--- src/rtl/fetch_unit.sv ---
// Instruction fetch stage: owns the PC, splits the instruction word for the decoder,
// applies taken branches, and stops on halt unless the decoder is in prep mode.
module fetch_unit #(
    parameter int                PC_W       = 10,
    parameter int                INSTR_W    = 9,
    parameter logic [PC_W-1:0]   START_ADDR = '0,
    parameter int                CNT_W      = 16
) (
    input  logic               clk,
    input  logic               reset,
    input  logic               start,
    output logic [PC_W-1:0]    instrAddr,
    input  logic [INSTR_W-1:0] instrData,
    input  logic               controlBranch,
    input  logic               aluZero,
    input  logic [7:0]         branchOffset,
    output logic [2:0]         opcode,
    output logic               lastBit,
    output logic [5:0]         operand,
    output logic               running,
    output logic               done,
    output logic [CNT_W-1:0]   cycleCount
);

    typedef enum logic [1:0] {IDLE, RUN, HALT} state_t;

    state_t          state;
    logic [PC_W-1:0] pc;
    logic            prep_shadow;
    logic [2:0]      raw_op;
    logic            is_halt;
    logic            take_branch;
    logic [PC_W-1:0] br_off;

    assign raw_op      = instrData[8:6];
    assign is_halt     = (raw_op == 3'b111) && !prep_shadow;
    assign take_branch = controlBranch && aluZero;
    assign br_off      = PC_W'($signed(branchOffset));

    assign instrAddr = pc;
    // Outside RUN the decoder sees a bubble opcode so nothing gets written.
    assign opcode    = running ? raw_op       : 3'b110;
    assign lastBit   = running ? instrData[0] : 1'b0;
    assign operand   = running ? instrData[5:0] : 6'd0;

    always_ff @(posedge clk) begin
        if (reset) begin
            state       <= IDLE;
            pc          <= '0;
            prep_shadow <= 1'b0;
            cycleCount  <= '0;
            running     <= 1'b0;
            done        <= 1'b0;
        end else begin
            case (state)
                IDLE, HALT: begin
                    if (start) begin
                        state       <= RUN;
                        pc          <= START_ADDR;
                        prep_shadow <= 1'b0;
                        cycleCount  <= '0;
                        running     <= 1'b1;
                        done        <= 1'b0;
                    end
                end
                RUN: begin
                    if (cycleCount != '1)
                        cycleCount <= cycleCount + 1'b1;
                    if (is_halt) begin
                        state   <= HALT;
                        running <= 1'b0;
                        done    <= 1'b1;
                    end else if (take_branch) begin
                        pc <= pc + br_off;
                    end else begin
                        pc <= pc + 1'b1;
                    end
                    // Track decoder prep mode: PREP arms it, any real op below 101 consumes it.
                    if (!prep_shadow && raw_op == 3'b000)
                        prep_shadow <= 1'b1;
                    else if (prep_shadow && raw_op <= 3'b100)
                        prep_shadow <= 1'b0;
                end
                default: begin
                    state   <= IDLE;
                    running <= 1'b0;
                    done    <= 1'b0;
                end
            endcase
        end
    end

endmodule

--- config.mk ---
export PLATFORM = sky130hd
export DESIGN_NAME = fetch_unit
export DESIGN_NICKNAME = d
export VERILOG_FILES = /design/src/rtl/fetch_unit.sv
export SDC_FILE = /design/constraint.sdc
export NUM_CORES = 1
export LEC_CHECK = 0
export CORE_MARGIN = 2
export CORE_UTILIZATION = 47
export CTS_BUF_LIST = sky130_fd_sc_hd__clkbuf_4 sky130_fd_sc_hd__clkbuf_8
export CTS_CLUSTER_SIZE = 14
export DETAILED_ROUTE_END_ITERATION = 7
export PLACE_DENSITY = 0.82
export REMOVE_ABC_BUFFERS = 1
export SETUP_SLACK_MARGIN = 0.05
export SYNTH_ARGS = -nofsm -noshare
export SYNTH_HDL_FRONTEND = slang
export SYNTH_SLANG_ARGS = --single-unit
--- constraint.sdc ---
create_clock -name clk -period 2.3 [get_ports clk]
set_input_delay 0.46 -clock clk [delete_from_list [all_inputs] [get_ports clk]]
set_output_delay 0.46 -clock clk [all_outputs]
set_load 0.01 [all_outputs]
Yosys cells after proc, flatten, opt, wreduce, memory -nomap -nowiden. Index checks and enable logic that the tools add are counted.

Flip-flop bits (word level): 31. Input bits: 22. Output and inout bits: 38. Word-level logic and storage cells: 54.

Add/subtract/negate cells: 3. $lt $le $gt $ge: 1. Equality and inequality tests: 9. Mux-type cells: 22. Reduce and logical (&&, ||, !) cells: 13.

Operators with widths (count): 16-bit two-way mux (2); 16-bit case mux with 2 select lines (1); 10-bit two-way mux (3); 10-bit case mux with 2 select lines (1); 16-bit by 1-bit adder with 16-bit output (second input constant) (1); 16-bit inequality test (second input constant) (1); 10-bit by 1-bit adder with 10-bit output (second input constant) (1); 10-bit adder (1); 3-bit AND reduction (3); 2-bit inequality test (second input constant) (4); 1-bit two-way mux (7); 6-bit two-way mux (1); 1-bit case mux with 2 select lines (3); 1-bit logical AND (4); 2-bit two-way mux (2); 2-bit case mux with 2 select lines (1); 3-bit == test (second input constant) (1); 3-bit <= comparator (second input constant) (1); 3-bit logical NOT (1); 3-bit two-way mux (1); 3-bit inequality test (second input constant) (1); 2-bit by 1-bit == test with 1-bit output (second input constant) (1); 2-bit == test (second input constant) (1); 2-bit logical NOT (1); other kinds (4) (4).

Longest topological paths before layout.
Depth in word-level cells: 5. Gate-level depth with buffers: 10. Gate-level depth less buffers: 10.

Least setup slack after synthesis. OpenSTA, ideal clock, no wires.

Path kind: input -> register. Start: input controlBranch. End: register pc[7] (netlist: instrAddr[7]). Setup time: 117 ps. Data arrival time: 2014 ps. Data required time: 2183 ps. Slack: 168 ps. Stages on the path: 9. Buffers on the path: 0. Path through: nand3_1 -> inv_1 -> ha_1 -> a211oi_1 -> o21bai_1 -> a2111oi_0 -> nor3_1 -> xnor2_1 -> a32o_1.

Longest elaborated chain between the ends: 4.

Ends and longest elaborated chain: start: declaration (line 14) `input logic controlBranch,`; 1-bit logical AND (line 37) `assign take_branch = controlBranch && aluZero;`; 10-bit two-way mux (line 73) `end else if (take_branch) begin`; 10-bit two-way mux (line 69) `if (is_halt) begin`; 10-bit case mux with 2 select lines (line 55) `case (state)`; end signal: assignment (line 74) `pc <= pc + br_off;`; end signal: assignment (line 76) `pc <= pc + 1'b1;`; end: declaration (line 28) `logic [PC_W-1:0] pc;`.

Every way passes these cells. The select of a mux whose other input is x is not followed. A chain may end at the register's enable or synchronous reset.

Worst setup path in the final report.
Start: input branchOffset[3]. End: register pc[7] (netlist: instrAddr[7]).

Longest elaborated chain between the ends: 4.

Ends and longest elaborated chain: start: declaration (line 16) `input logic [7:0] branchOffset,`; 10-bit adder (line 74); 10-bit two-way mux (line 73); 10-bit two-way mux (line 69); 10-bit case mux with 2 select lines (line 55).

Every way passes these cells. The select of a mux whose other input is x is not followed.

==> impl_metrics.csv <==
group,metric,value,unit
power,power.total,1230,µW
sta,finalHoldViolCount,0,
grt,use_met3,3.58,%
floorplanning,coreArea,3690,µm²
clock_tree,clock_latency,0.29,ns
synthesis,synth.area.top_cells,"dfxtp_1, ha_1, nor2_1",
sta,setup_viol,0,
floorplanning,num_rows,22,
synthesis,synth_compound_area_share,17.2,%
clock_tree,postCtsHoldBufs,0,
synthesis,synth_mux_area_share,0.549,%
floorplanning,die_width,66.3,µm
routing,dr.pass1.iters,4,
synthesis,ys_ff_latch,30,
routing,drt_iter0_markers,119,
clock_tree,cts_sinks,30,
synthesis,synth_largest_area_cell,"dfxtp_1",
setup_path,cp.arrival,2.40,ns
synthesis,ys.flop_type,"dfxtp_1",
clock_tree,cts_tree,"built",
clock_tree,cts_root_buf,"clkbuf_8",
setup_path,reg2reg_depth,7,
floorplanning,io_pins,60,
place,dpl.hpwl,3590,µm
routing,vias,1950,
power,pwr_density_cell,437,nW/µm²
synthesis,ys_warn_count,0,
setup_path,crit_slowest_cell,"clkdlybuf4s50_1",
synthesis,syn_inst,224,
setup_path,cpPeakStageDelay,0.40,ns
layout,final_util,76.2,%
grt,grt_pass1_wl,8210,µm
setup_path,cp_cell_sequence,"clkdlybuf4s50_1 > and3_1 > ha_1 > o21ai_2 > o21bai_2 > a2111oi_4 > nor3_2 > xnor2_1 > a32o_1",
place,place.gp.congestion,0.921,
sta,max_freq,0.451,GHz
routing,post_drt_wl_per_cell,14.2,µm
place,port_buffers,59,
place,dp.cells,346,
grt,grt.met1_usage,29.2,%
grt,grt_pass1_vias,1870,
grt,overflow,0,
power,vdd_ir_drop_max,0.000251,V
synthesis,synth_area,1820,µm²
sta,relSlewSlack,76.2,%
outcome,status,"finished clean",
grt,track_usage,24.2,%
clock_tree,clock_path_buffers,2,
clock_tree,htree_levels,2,
synthesis,synthAdderAreaFrac,7.97,%
layout,syn_to_final_growth,54.2,%
power,p_leak,0.00112,µW
sta,finalCriticalPeriod,2.22,ns
grt,grt_max_degree,15,
sta,worst_slew_pin_slew,0.358,ns
layout,diodes,0,
grt,grt_busiest_layer,"met2",
grt,use_met2,42.4,%
sta,fin_worst_skew,0.00850,ns
routing,wl,5040,µm
layout,final_area,2810,µm²
setup_path,worstSetupEndpointType,"register",
run,maxCapViolations,0,
routing,drc,0,
layout,drive_gt1_share,16.6,%
synthesis,seq_area_frac_synth,33.0,%
synthesis,synth_top_area_share,33.0,%
synthesis,synthTopCellsByCount,"dfxtp_1, nor2_1, a21oi_1",
routing,ant_nets,0,
layout,fin_nets,340,
floorplanning,die_area,4390,µm²
synthesis,synth_cell_types,45,
synthesis,yosysMostFrequentCell,"dfxtp_1",
synthesis,synth_top_family_by_area,"simple AND/OR/NAND/NOR gates",
setup_path,startpoint_type,"input pin",
setup_path,path_class,"input pin to register",
synthesis,synthArstFlopShare,0,%
grt,grt_antenna_before_repair,0,
min_path,min_path_type,"register to register",
min_path,min_path_cells,2,
place,placed_cell_area,2610,µm²
synthesis,synth_xor_area_share,7.69,%
setup_path,crit_required,2.49,ns
clock_tree,numCtsBuffers,5,
floorplanning,start_util,49.4,%
synthesis,synth_edf_count,0,
floorplanning,die_h,66.3,µm
routing,via_per_inst,5.48,
setup_path,cp_max_fo,2,
clock_tree,path_clk_slew,0.07,ns
layout,instances_no_fill,356,
synthesis,syn_area_per_cell,8.13,µm²
sta,period_share,96.5,%
sta,finalSetupTns,0,ns
synthesis,synth_simple_gate_area_share,30.7,%
sta,drv_slew,0,
## worst paths after layout
path                                                   to  slack [ns]                 startpoint
worst max-delay path            instrAddr[7]$_SDFFE_PP0P_        0.08            branchOffset[3]
worst min-delay path            instrAddr[3]$_SDFFE_PP0P_        0.50  instrAddr[3]$_SDFFE_PP0P_
worst max register to register  instrAddr[7]$_SDFFE_PP0P_        0.29  instrAddr[1]$_SDFFE_PP0P_
worst min register to register  instrAddr[3]$_SDFFE_PP0P_        0.50  instrAddr[3]$_SDFFE_PP0P_
## per-layer routing
layer  routed length [µm]  share of wire (%)
met5                    0                  0
met4                   86                1.7
met3                  266                5.3
met2                 2580                 51
met1                 2110                 42
## worst max-delay path, delay by kind of cell
| family | cells | cell delay, ns |
|---|---|---|
| buffers and inverters | 1 | 0.40 |
| AND/OR/NAND/NOR | 2 | 0.30 |
| adder cells (fa/ha/maj) | 1 | 0.31 |
| XOR/XNOR | 1 | 0.14 |
| AO/OA/AOI/OAI | 4 | 0.80 |
## final cells by class
type,instances,area [µm²]
clock buffer,6,82.6
fill,300,880
sequential,30,601
multi-input combinational,181,1250
timing repair buffer,84,779
clock inverter,2,12.5
tap,48,60.1
inverter,5,18.8
## timing repair
item,CTS,global route
setup buffers,1,1
endpoints found under the setup margin,4,5
cloned,0,0
pin swaps,6,6
gates resized for setup,8,17
## where the power goes
group	leakage (µW)	total (µW)	switching, µW	internal (µW)
Combinational	0.000827	230	106	123
Sequential	0.000243	543	13.3	529
Clock	0.0000472	456	216	240
## logic make-up (layout without fill, tap and decap cells)
logic type | count (synthesis) | count (layout)
simple gates | 105 | 105
compound gates | 48 | 48
flops | 30 | 30
xor+xnor | 16 | 16
buf+inv | 13 | 97
fa+ha+maj | 11 | 11
mux | 1 | 1
## per-stage QoR
| stage | hold slack (ns) | worst slack, ns |
|---|---|---|
| floorplan | 0.486 | 0.168 |
| global placement | 0.474 | -0.386 |
| detailed placement | 0.469 | -0.454 |
| CTS | 0.490 | 0.0581 |
| global route | 0.524 | -0.0296 |
| finish | 0.501 | 0.0816 |
## cells in the final DEF, fill, tap and decap left out, types with 6 or more instances in the layout
master           Yosys  final
a21oi_1             18     17
and2_1               7      7
and3_1               9      8
buf_4                1     25
clkbuf_8             0      6
clkdlybuf4s50_1      0     54
dfxtp_1             30     30
ha_1                10      7
nand2_1             14     14
nand2b_1             7      7
nand3_1             13     12
nor2_1              28     28
o21ai_0              9      8
or3_1                6      6
xnor2_1              6      6
xor2_1              10     10
## registers in the layout, indices dropped and copies added, names as in the netlist
register,cells
cycleCount,16
instrAddr,10
done,1
prep_shadow,1
running,1
state,1
Power figures use the tool's default switching activity.
